$ cat config.mk
export PLATFORM = sky130hd
export DESIGN_NAME = uart_tx_arbiter
export DESIGN_NICKNAME = d
export VERILOG_FILES = /design/src/rtl/uart_tx_arbiter.sv
export SDC_FILE = /design/constraint.sdc
export NUM_CORES = 1
export LEC_CHECK = 0
export BUFFER_PORTS_ARGS = -buffer_cell sky130_fd_sc_hd__buf_2
export CAP_MARGIN = 20
export CELL_PAD_IN_SITES_DETAIL_PLACEMENT = 0
export CELL_PAD_IN_SITES_GLOBAL_PLACEMENT = 2
export CORE_MARGIN = 2
export CORE_UTILIZATION = 30
export CTS_CLUSTER_SIZE = 16
export DETAILED_ROUTE_END_ITERATION = 10
export GPL_ROUTABILITY_DRIVEN = 0
export GPL_TIMING_DRIVEN = 1
export PLACE_DENSITY_LB_ADDON = 0.25
export SLEW_MARGIN = 20
export SYNTH_ARGS = -nofsm -noshare
export SYNTH_HDL_FRONTEND = slang
export SYNTH_SLANG_ARGS = --single-unit
$ cat constraint.sdc
create_clock -name clk -period 3.8 [get_ports clk]
set_input_delay 0.38 -clock clk [delete_from_list [all_inputs] [get_ports clk]]
set_output_delay 0.38 -clock clk [all_outputs]
set_load 0.02 [all_outputs]
$ cat src/rtl/uart_tx_arbiter.sv
// Round-robin, packet-granular arbiter sharing one UART transmitter among NREQ byte streams.
// A grant lasts until the owner's last byte drains or the owner idles past GAP_TIMEOUT cycles.
module uart_tx_arbiter #(
  parameter int unsigned NREQ        = 4,
  parameter int unsigned ID_W        = 2,
  parameter int unsigned GAP_TIMEOUT = 256
) (
  input  logic              clk,
  input  logic              rstb,
  input  logic [NREQ-1:0]   req_valid,
  input  logic [8*NREQ-1:0] req_data,
  input  logic [NREQ-1:0]   req_last,
  output logic [NREQ-1:0]   req_ready,
  output logic              wr_en,
  output logic [7:0]        wr_data,
  input  logic              tx_busy,
  output logic              grant_active,
  output logic [ID_W-1:0]   grant_id,
  output logic              abort
);

  localparam int unsigned GapW = $clog2(GAP_TIMEOUT) + 1;

  typedef enum logic [2:0] {
    StIdle,
    StIssue,
    StGuard,
    StWaitTx,
    StHold
  } state_e;

  state_e          state_q;
  logic            wr_en_q;
  logic [7:0]      wr_data_q;
  logic            grant_active_q;
  logic [ID_W-1:0] grant_id_q;
  logic            abort_q;
  logic [ID_W-1:0] rr_q;
  logic [GapW-1:0] gap_q;
  logic            last_q;

  logic              found;
  logic [ID_W-1:0]   winner;
  int unsigned       idx;
  logic [NREQ-1:0]   valid_sh;
  logic [NREQ-1:0]   last_sh;
  logic [8*NREQ-1:0] data_sh;
  logic [ID_W-1:0]   sel_id;
  logic [7:0]        sel_byte;
  logic              sel_last;
  logic              owner_valid;
  logic [ID_W-1:0]   next_rr;
  logic              idle_take;

  // First valid requester at or above the RR pointer, wrapping modulo NREQ.
  always_comb begin
    found    = 1'b0;
    winner   = '0;
    idx      = 0;
    valid_sh = '0;
    for (int unsigned i = 0; i < NREQ; i++) begin
      idx = 32'(rr_q) + i;
      if (idx >= NREQ) begin
        idx = idx - NREQ;
      end
      valid_sh = req_valid >> idx;
      if (!found && valid_sh[0]) begin
        found  = 1'b1;
        winner = ID_W'(idx);
      end
    end
  end

  // One shared byte/last selector: the RR winner in idle, the owner otherwise.
  always_comb begin
    sel_id      = (state_q == StIdle) ? winner : grant_id_q;
    data_sh     = req_data >> {sel_id, 3'b000};
    last_sh     = req_last >> sel_id;
    sel_byte    = data_sh[7:0];
    sel_last    = last_sh[0];
    owner_valid = |(req_valid & ({{(NREQ-1){1'b0}}, 1'b1} << grant_id_q));
    next_rr     = (grant_id_q == ID_W'(NREQ - 1)) ? '0 : grant_id_q + 1'b1;
    idle_take   = found && !tx_busy;
  end

  // Ready is combinational and gated by reset so no byte is consumed while held in reset.
  always_comb begin
    req_ready = '0;
    if (rstb) begin
      case (state_q)
        StIdle: if (idle_take) req_ready = {{(NREQ-1){1'b0}}, 1'b1} << winner;
        StHold: if (owner_valid) req_ready = {{(NREQ-1){1'b0}}, 1'b1} << grant_id_q;
        default: req_ready = '0;
      endcase
    end
  end

  always_ff @(posedge clk) begin
    if (!rstb) begin
      state_q        <= StIdle;
      wr_en_q        <= 1'b0;
      wr_data_q      <= '0;
      grant_active_q <= 1'b0;
      grant_id_q     <= '0;
      abort_q        <= 1'b0;
      rr_q           <= '0;
      gap_q          <= '0;
      last_q         <= 1'b0;
    end else begin
      wr_en_q <= 1'b0;
      abort_q <= 1'b0;
      case (state_q)
        StIdle: begin
          if (idle_take) begin
            wr_en_q        <= 1'b1;
            wr_data_q      <= sel_byte;
            last_q         <= sel_last;
            grant_id_q     <= winner;
            grant_active_q <= 1'b1;
            state_q        <= StIssue;
          end
        end
        StIssue: state_q <= StGuard;
        // uart_top asserts tx_busy one cycle after wr_en, so this cycle is blind.
        StGuard: state_q <= StWaitTx;
        StWaitTx: begin
          if (!tx_busy) begin
            if (last_q) begin
              state_q        <= StIdle;
              grant_active_q <= 1'b0;
              rr_q           <= next_rr;
            end else begin
              state_q <= StHold;
              gap_q   <= '0;
            end
          end
        end
        StHold: begin
          if (owner_valid) begin
            wr_en_q   <= 1'b1;
            wr_data_q <= sel_byte;
            last_q    <= sel_last;
            state_q   <= StIssue;
          end else if (gap_q == GapW'(GAP_TIMEOUT - 1)) begin
            state_q        <= StIdle;
            abort_q        <= 1'b1;
            grant_active_q <= 1'b0;
            rr_q           <= next_rr;
          end else begin
            gap_q <= gap_q + 1'b1;
          end
        end
        default: state_q <= StIdle;
      endcase
    end
  end

  assign wr_en        = wr_en_q;
  assign wr_data      = wr_data_q;
  assign grant_active = grant_active_q;
  assign grant_id     = grant_id_q;
  assign abort        = abort_q;

endmodule

==> metrics.md, run 1 <==
| Metric | Value |
|---|---|
| Reg2Reg Capture Point | wr_data[1]$_SDFFE_PN0P_ |
| Routed WL | 4745 um |
| Drt via density | 4.894 |
| VDD IR max | 0.0001939 V |
| Yosys top cell by area | dfxtp_1 |
| Mapped Cells | 223 |
| #FFs+latches synth | 28 |
| Ports | 60 |
| Area growth, synth to finish | 21.87% |
| Share of cells above drive strength 1 | 0.2801 |
| Clock-pin slew on the worst setup and hold paths | 0.10 ns |
| Post-synthesis xor/xnor area fraction | 0.03520 |
| Crit path time final | 3.429 ns |
| Startpoint Class | register |
| Synth warnings | 0 |
| Dpl hpwl | 3775 um |
| Ys async rst share | 0 |
| Core Area | 0.006386 mm^2 |
| Drt first pass iters | 4 |
| Slew Limit Headroom | 0.6063 |
| TritonCTS clock tree | built |
| Worst hold slack | 0.3833 ns |
| Inst Count DP | 355 |
| Hold Crit Class | in -> reg |
| Initial antenna violation count | 0 |
| Initial DRC count | 95 |
| Distinct cells, synth | 46 |
| Status | completed |
| Pleak | 1.128 nW |
| Antenna Violating Nets Remaining | 0 |
| Syn_area_per_cell | 8.927 um^2 |
| Hold path start | rstb |
| Finished Layout Cells | 359 |
| First-pass GRT wire length | 8114 um |
| Power Total | 1.171 mW |
| Worst Max-Slew Pin Slew | 0.5905 ns |
| Die area | 0.007303 mm^2 |
| Via count | 1757 |
| Top FF cell, synth | dfxtp_1 |
| Mux contribution to synthesized area | 0.2112 |
| Worst setup margin | 0.3706 ns |
| Die Width | 85.46 um |
| Die Y | 85.46 um |
| Setup slack, reg-to-reg | 0.86 ns |
| Compound-Gate Fraction of Synth Area | 0.1766 |
| Cell with the most instances after synthesis | mux2i_1 |
| Sum Neg Setup Slack | 0 ns |
| Clock Power Share | 0.200 |
| Post-CTS setup buffers | 0 |
| Comb power frac | 0.487 |
| DRC viols | 0 |
| Top post-synthesis cells by area | dfxtp_1 (28%), mux2i_1 (17%), ha_1 (6.9%), nor2_1 (5.1%), a22o_1 (4.8%) |
| Synth cell count leaders | mux2i_1 (33), dfxtp_1 (28), nor2_1 (27) |
| Pwr dens | 482.8 mW/mm^2 |
| Max-slew violations | 0 |
| Ant diodes | 0 |
| Crit share post-route | 0.9025 |
| Sequential share of the synthesized area | 0.2816 |
| Resized cells post-CTS | 0 |
| Net Switching | 0.4395 mW |
| Cell internal pwr | 0.7318 mW |
| Fmax | 291.6 MHz |
| IO Port Bufs | 59 |
| FF-to-FF path depth | 9 |
| GR Overflow Total | 0 |
| Synthesized-area fraction occupied by adder cells | 0.06914 |
| CP max FO | 11 |
| Endpoints failing setup | 0 |
| TritonCTS buffer count | 3 |
| Clk_lat worst skew | 0.27 ns |
| Simple-Gate Fraction of Synth Area | 0.1747 |
| Post-Syn Area | 0.001991 mm^2 |
| Hold-fix buffers at CTS | 0 |
| Hold Crit Depth | 3 |
| Max-capacitance violation count | 0 |
| Place WS | 0.6655 ns |
| Syn_nets | 277 |
| Worst Path Arrival | 3.05 ns |
| Post-synth EDFFs | 0 |
| Register Area | 560.5 um^2 |
| WHS Endpoint | abort$_SDFF_PP0_ |
| CP Data Required Time | 3.42 ns |
| Vias in the first global route | 1768 |
| Part of the power in registers | 0.313 |
| Multi-input gate area | 0.001335 mm^2 |
| Routed len/inst | 13.22 um |
| Clock root buffer | clkbuf_8 |
| RR Startpoint | rr_q[1]$_SDFFE_PN0P_ |
| Combinational family with the most area after synthesis | multiplexers |
| RSZ-0062 raised after global routing | false |
| Site row count | 29 |
| Nets | 337 |
| CP Capture Type | output pin |
| H-tree Lvls | 1 |
| Tot GR Track Use | 0.1378 |
| Final hold vios | 0 |
| Setup CP Type | reg -> out |
| Largest net degree at the start of global routing | 19 |
| Fillers | 664 |
| Clk buf depth | 2 |
| Synth top area share | 0.2816 |
| Starting Density | 0.3117 |
| Sw Share | 0.3752 |
| Clock sinks | 28 |
| Layout Skew | 0.002638 ns |
layout make-up:
cell class,count,share of cell area
multi-input combinational,177,0.5503
clock buffer,3,0.01702
inverter,10,0.01547
timing repair buffer,63,0.1341
clock inverter,1,0.01238
sequential,28,0.2310
tap,77,0.03971
cell families (layout without fill, tap and decap cells):
| family | after synthesis | after routing |
|---|---|---|
| AO/OA/AOI/OAI | 46 | 46 |
| XOR/XNOR | 8 | 8 |
| adder cells (fa/ha/maj) | 11 | 11 |
| buffers and inverters | 18 | 77 |
| flip-flops | 28 | 28 |
| multiplexers | 39 | 39 |
| AND/OR/NAND/NOR | 73 | 73 |
stage by stage:
step	cell area (um^2)	util
6_report	2426	0.3799
5_1_grt	2426	0.3799
4_1_cts	2426	0.3799
3_5_place_dp	2355	0.3687
3_3_place_gp	2355	0.3687
2_1_floorplan	1991	-
power groups by stage:
stage | logic, mW | clock network [mW] | registers (mW)
6_report | 0.570 | 0.234 | 0.367
5_1_grt | 0.637 | 0.260 | 0.374
4_1_cts | 0.581 | 0.248 | 0.367
3_5_place_dp | 0.581 | 0 | 0.373
3_3_place_gp | 0.587 | 0 | 0.372
2_1_floorplan | 0.429 | 0 | 0.400
state kept, by name, indices dropped and copies added, names as in the netlist:
register      flops
abort             1
gap_q             9
grant_active      1
grant_id          2
last_q            1
rr_q              2
state_q           3
wr_data           8
wr_en             1
layout by cell type, fill, tap and decap left out, drive strengths merged, types with 2 or more instances in the layout:
cell and instances:
a211oi 2, a21oi 8, a221oi 2, a22o 11
a22oi 2, a41oi 2, and2 3, and3 3
buf 63, clkbuf 3, dfxtp 28, ha 11
inv 10, mux2 4, mux2i 33, mux4 2
nand2 18, nand2b 2, nand3 5, nand4 2
nor2 27, nor3 6, o211ai 2, o21a 3
o21ai 10, or2 2, or3 3, xnor2 5
xor2 3
layer usage:
layer | wire (um) | up-vias | global-route usage
met5 | 0 | - | 0
met4 | 51 | 0 | 0.03752
met3 | 329 | 5 | 0.03016
met2 | 2001 | 60 | 0.2188
met1 | 2363 | 767 | 0.1886
li1 | - | 925 | -
critical path, stage by stage, from the launching register on:
cell	delay [ns]
dfxtp_1	0.61
inv_1	0.17
ha_1	0.40
or3_1	0.42
a41oi_1	0.29
and2_1	0.28
and2_1	0.21
nand2_1	0.07
a21oi_1	0.15
buf_2	0.17
how the worst max path moves through the flow:
stage / from / endpoint / depth (start not counted) / slack [ns]
2_1_floorplan: rr_q[0]$_SDFFE_PN0P_ / req_ready[0] / 9 / 0.93
3_3_place_gp: rr_q[1]$_SDFFE_PN0P_ / req_ready[0] / 9 / 0.74
3_5_place_dp: rr_q[1]$_SDFFE_PN0P_ / req_ready[2] / 9 / 0.67
4_1_cts: rr_q[1]$_SDFFE_PN0P_ / req_ready[0] / 9 / 0.35
5_1_grt: rr_q[1]$_SDFFE_PN0P_ / req_ready[0] / 9 / 0.14
6_report: rr_q[1]$_SDFFE_PN0P_ / req_ready[0] / 9 / 0.37
Note: power is estimated with default switching activity, not from simulation.
==> inputs of run 2 (changes only) <==
--- a/config.mk
+++ b/config.mk
@@ -15,7 +15,7 @@
 export DETAILED_ROUTE_END_ITERATION = 10
 export GPL_ROUTABILITY_DRIVEN = 0
 export GPL_TIMING_DRIVEN = 1
-export PLACE_DENSITY_LB_ADDON = 0.25
+export PLACE_DENSITY_LB_ADDON = 0.1
 export SLEW_MARGIN = 20
 export SYNTH_ARGS = -nofsm -noshare
 export SYNTH_HDL_FRONTEND = slang
==> run 2 against run 1 <==
  * Critical path type unchanged
  * Cell area is the same
  * Total power up 0.99%
  * Clock power increased by 3%
  * Routed wire length increased by 4.4%
  * Utilization did not move
  * Combinational power grew 0.9%
  * Via count rose by 0.57%
  * Largest power group unchanged
  * Clock skew increased by 0.0056 ns
  * Critical path depth did not move
  * First-iteration DRC count fell by 72%
==> metrics.md, run 2 (same netlist as run 1, synthesis figures left out) <==
| Metric | Value |
|---|---|
| Status | completed |
| Routed len/inst | 13.80 um |
| Initial antenna violation count | 0 |
| Clk buf depth | 2 |
| Max stage delay cell, worst path | dfxtp_1 |
| CP Capture Type | output pin |
| Resized cells post-CTS | 0 |
| Finished Layout Cells | 359 |
| Post-CTS setup buffers | 0 |
| Max-slew violations | 0 |
| Cell mode on critical path | and2_1 |
| IO Port Bufs | 59 |
| Drt first pass iters | 4 |
| Crit share post-route | 0.9064 |
| H-tree Lvls | 1 |
| Worst setup margin | 0.3557 ns |
| CP peak stage delay | 0.60 ns |
| Share of cells above drive strength 1 | 0.2801 |
| Most frequent cells in the layout | buf_2 (59), mux2i_1 (33), dfxtp_1 (28) |
| Max reg flops | 9 |
| Die area | 0.007303 mm^2 |
| Setup CP Type | reg -> out |
| Pleak | 1.128 nW |
| Final hold vios | 0 |
| RSZ-0062 raised after global routing | false |
| First-pass GRT wire length | 8266 um |
| Vias in the first global route | 1736 |
| Die Width | 85.46 um |
| Pwr dens | 487.6 mW/mm^2 |
| Fin util | 0.3799 |
| Starting Density | 0.3117 |
| CP Data Required Time | 3.42 ns |
| Max-capacitance violation count | 0 |
| Fmax | 290.3 MHz |
| Antenna Violating Nets Remaining | 0 |
| Placed Area | 0.002355 mm^2 |
| Slew Limit Headroom | 0.6025 |
| Hold-fix buffers at CTS | 0 |
| Endpoints failing setup | 0 |
| Buffers & Inverters on Critical Path | 2 |
| Clock root buffer | clkbuf_8 |
| Worst Path Arrival | 3.06 ns |
| Layout Skew | 0.008268 ns |
| Startpoint Class | register |
| Initial DRC count | 27 |
| Die Y | 85.46 um |
| Drt via density | 4.922 |
| Power Total | 1.183 mW |
| Routed WL | 4955 um |
| Crit path time final | 3.444 ns |
| Final instance area | 0.002426 mm^2 |
| Tot GR Track Use | 0.1389 |
| Clk_lat worst skew | 0.28 ns |
| TritonCTS buffer count | 3 |
| Critical Path, Cell by Cell | inv_1 > ha_1 > or3_1 > a41oi_1 > and2_1 > and2_1 > nand2_1 > a21oi_1 > buf_2 |
| Clock sinks | 28 |
| Nets | 337 |
| DRC viols | 0 |
| Dpl hpwl | 3910 um |
| CP max FO | 11 |
| Sum Neg Setup Slack | 0 ns |
| Site row count | 29 |
| CP delay by family, top | simple AND/OR/NAND/NOR gates |
| Clock-pin slew on the worst setup and hold paths | 0.11 ns |
| Commonest non-fill, non-tap cell in the layout | buf_2 |
| VDD IR max | 0.0001734 V |
| Via count | 1767 |
| Largest net degree at the start of global routing | 19 |
| Ports | 60 |
| Core Area | 0.006386 mm^2 |
| Worst hold slack | 0.3666 ns |
| Inst Count DP | 355 |
| Top reg by flops | gap_q |
| Ant diodes | 0 |
| Place WS | 0.6740 ns |
| TritonCTS clock tree | built |
| Hold Crit Class | in -> reg |
| Worst Max-Slew Pin Slew | 0.5962 ns |
| Area growth, synth to finish | 21.87% |
| GR Overflow Total | 0 |
## run 2: cell counts in the layout (fill, tap and decap cells not counted)
Identical to the previous run, type by type.
## run 2: path summary, 6_finish.rpt
path	from	endpoint	slack [ns]	cells past startpoint
min	rstb	abort$_SDFF_PP0_	0.37	3
max reg2reg	rr_q[1]$_SDFFE_PN0P_	wr_data[7]$_SDFFE_PN0P_	0.85	9
min reg2reg	wr_data[7]$_SDFFE_PN0P_	wr_data[7]$_SDFFE_PN0P_	0.48	1
max	rr_q[1]$_SDFFE_PN0P_	req_ready[0]	0.36	9
## run 2: worst reg2reg max path: stages (launching register included)
cell       delay (ns)
dfxtp_1          0.60
inv_1            0.17
ha_1             0.41
nor3_2           0.34
a2111oi_4        0.08
o41ai_2          0.34
buf_4            0.34
mux2i_1          0.24
mux2i_1          0.10
a22o_1           0.23
## run 2: layout make-up
type | count | area, um^2
Fill cell | 678 | 3960
Multi-Input combinational cell | 177 | 1335
Sequential cell | 28 | 560.5
Timing Repair Buffer | 63 | 325.3
Tap cell | 77 | 96.34
Clock buffer | 3 | 41.29
Inverter | 10 | 37.54
Clock inverter | 1 | 30.03
## run 2: report_power, final
| group | switching, mW | internal [mW] |
|---|---|---|
| Combinational | 0.318 | 0.257 |
| Sequential | 0.0332 | 0.334 |
| Clock | 0.0997 | 0.141 |
## run 2: layer usage
layer / routed length, um / GRT usage / part of all wire / vias up
met5: 0 / 0 / 0 / -
met4: 14 / 0.01732 / 0.0028 / 0
met3: 255 / 0.03016 / 0.051 / 2
met2: 2371 / 0.2472 / 0.48 / 44
met1: 2314 / 0.1766 / 0.47 / 798
li1: - / - / - / 923
==> inputs of run 3 (changes only) <==
--- a/config.mk
+++ b/config.mk
@@ -9,7 +9,7 @@
 export CAP_MARGIN = 20
 export CELL_PAD_IN_SITES_DETAIL_PLACEMENT = 0
 export CELL_PAD_IN_SITES_GLOBAL_PLACEMENT = 2
-export CORE_MARGIN = 2
+export CORE_MARGIN = 10
 export CORE_UTILIZATION = 30
 export CTS_CLUSTER_SIZE = 16
 export DETAILED_ROUTE_END_ITERATION = 10
==> constraint.sdc (replaced) <==
create_clock -name clk -period 3.9 [get_ports clk]
set_input_delay 0.39 -clock clk [delete_from_list [all_inputs] [get_ports clk]]
set_output_delay 0.39 -clock clk [all_outputs]
set_load 0.02 [all_outputs]
==> run 3 against run 2 <==
  * Sequential share of layout area increased by 0.16 points
  * Clock skew decreased by 0.00078 ns
  * Cell area decreased by 0.67%
  * Hold slack improved by 0.010 ns
  * Global-route usage decreased by 3.1 points
  * Count of clock-buffer cells in the layout increased by 1
  * Sequential power decreased by 3%
==> metrics.md, run 3 (same netlist as run 1, synthesis figures left out) <==
| Metric | Value |
|---|---|
| Worst Path Arrival | 3.05 ns |
| Site row count | 29 |
| Starting Density | 0.3117 |
| Max-slew violations | 0 |
| Layout Skew | 0.007487 ns |
| Resized cells post-CTS | 0 |
| Die area | 0.01029 mm^2 |
| TritonCTS buffer count | 3 |
| Pleak | 1.121 nW |
| Slew Limit Headroom | 0.6115 |
| Drt first pass iters | 6 |
| Endpoints failing setup | 0 |
| Die Width | 101.5 um |
| Fmax | 290.9 MHz |
| Initial DRC count | 31 |
| Max reg flops | 9 |
| Die Y | 101.5 um |
| Cell mode on critical path | and2_1 |
| Crit share post-route | 0.8814 |
| Ports | 60 |
| Vias in the first global route | 1867 |
| Routed len/inst | 15.43 um |
| Status | completed |
| Hold-fix buffers at CTS | 0 |
| Final hold vios | 0 |
| FF-to-FF path depth | 9 |
| Hold Crit Class | in -> reg |
| Max-capacitance violation count | 0 |
| DRC viols | 0 |
| Drt via density | 4.967 |
| Post-CTS setup buffers | 0 |
| TritonCTS clock tree | built |
| Area growth, synth to finish | 21.06% |
| First-pass GRT wire length | 9225 um |
| Clock root buffer | clkbuf_8 |
| Dpl hpwl | 4465 um |
| Sum Neg Setup Slack | 0 ns |
| Most frequent cells in the layout | buf_2 (59), mux2i_1 (33), dfxtp_1 (28) |
| Clock-pin slew on the worst setup and hold paths | 0.10 ns |
| Nets | 337 |
| CP delay by family, top | simple AND/OR/NAND/NOR gates |
| Pwr dens | 460.1 mW/mm^2 |
| CP peak stage delay | 0.60 ns |
| Core Area | 0.006386 mm^2 |
| H-tree Lvls | 1 |
| Buffers & Inverters on Critical Path | 2 |
| Antenna Violating Nets Remaining | 0 |
| Critical path depth | 9 |
| Clk buf depth | 2 |
| Startpoint Class | register |
| Ant diodes | 0 |
| GR Overflow Total | 0 |
| Share of cells above drive strength 1 | 0.2801 |
| Commonest non-fill, non-tap cell in the layout | buf_2 |
| CP max FO | 11 |
| Routed WL | 5538 um |
| Crit path time final | 3.437 ns |
| Hold Crit Depth | 3 |
| Worst Max-Slew Pin Slew | 0.5827 ns |
| Largest net degree at the start of global routing | 19 |
| Initial antenna violation count | 0 |
| VDD IR max | 0.0002240 V |
| Max stage delay cell, worst path | dfxtp_1 |
| RSZ-0062 raised after global routing | false |
| CP Data Required Time | 3.51 ns |
| Tot GR Track Use | 0.1079 |
| Final instance area | 0.002410 mm^2 |
| Placed Area | 0.002355 mm^2 |
| Clock sinks | 28 |
| Via count | 1783 |
| Setup CP Type | reg -> out |
| Clk_lat worst skew | 0.28 ns |
| Top reg by flops | gap_q |
| Critical Path, Cell by Cell | inv_1 > ha_1 > or3_1 > a41oi_1 > and2_1 > and2_1 > nand2_1 > a21oi_1 > buf_2 |
| IO Port Bufs | 59 |
| CP Capture Type | output pin |
-- run 3: cell type report --
cell class	count	area (um^2)
multi-input cells	177	1335
inverters	10	37.54
repair buffers	63	325.3
well taps	77	96.34
fillers	670	3976
clock buffers	4	55.05
flip-flops and latches	28	560.5
-- run 3: tightest hold or removal path: stages --
cell and delay (ns):
buf_2 0.14, nand2_1 0.06, nor2_1 0.03
-- run 3: report_power, final --
| group | internal (mW) | switching [mW] |
|---|---|---|
| Sequential | 0.325 | 0.0323 |
| Combinational | 0.251 | 0.319 |
| Clock | 0.0904 | 0.0907 |
-- run 3: final timing paths --
kind | from | end | slack, ns
worst max-delay path | rr_q[1]$_SDFFE_PN0P_ | req_ready[0] | 0.46
worst min-delay path | rstb | abort$_SDFF_PP0_ | 0.38
worst max register to register | rr_q[1]$_SDFFE_PN0P_ | wr_data[7]$_SDFFE_PN0P_ | 0.97
worst min register to register | wr_data[4]$_SDFFE_PN0P_ | wr_data[4]$_SDFFE_PN0P_ | 0.48
-- run 3: metrics by stage --
stage | cells | hold WS [ns] | setup slack (ns) | utilization | total power [mW]
after detailed placement | 355 | 0.4628 | 0.7550 | 0.3687 | 0.9422
after global routing | 359 | 0.3795 | 0.1811 | 0.3774 | 1.200
after global placement | 355 | 0.4552 | 0.8025 | 0.3687 | 0.9484
after CTS | 359 | 0.3731 | 0.4235 | 0.3774 | 1.128
after floorplan | 223 | 0.4769 | 1.015 | - | 0.8078
final | 359 | 0.3770 | 0.4626 | 0.3774 | 1.109
-- run 3: layer usage --
metal | GRT usage | routed length [um]
met1 | 0.1315 | 2544
met2 | 0.1797 | 2578
met3 | 0.03404 | 372
met4 | 0.02680 | 42
met5 | 0 | 0
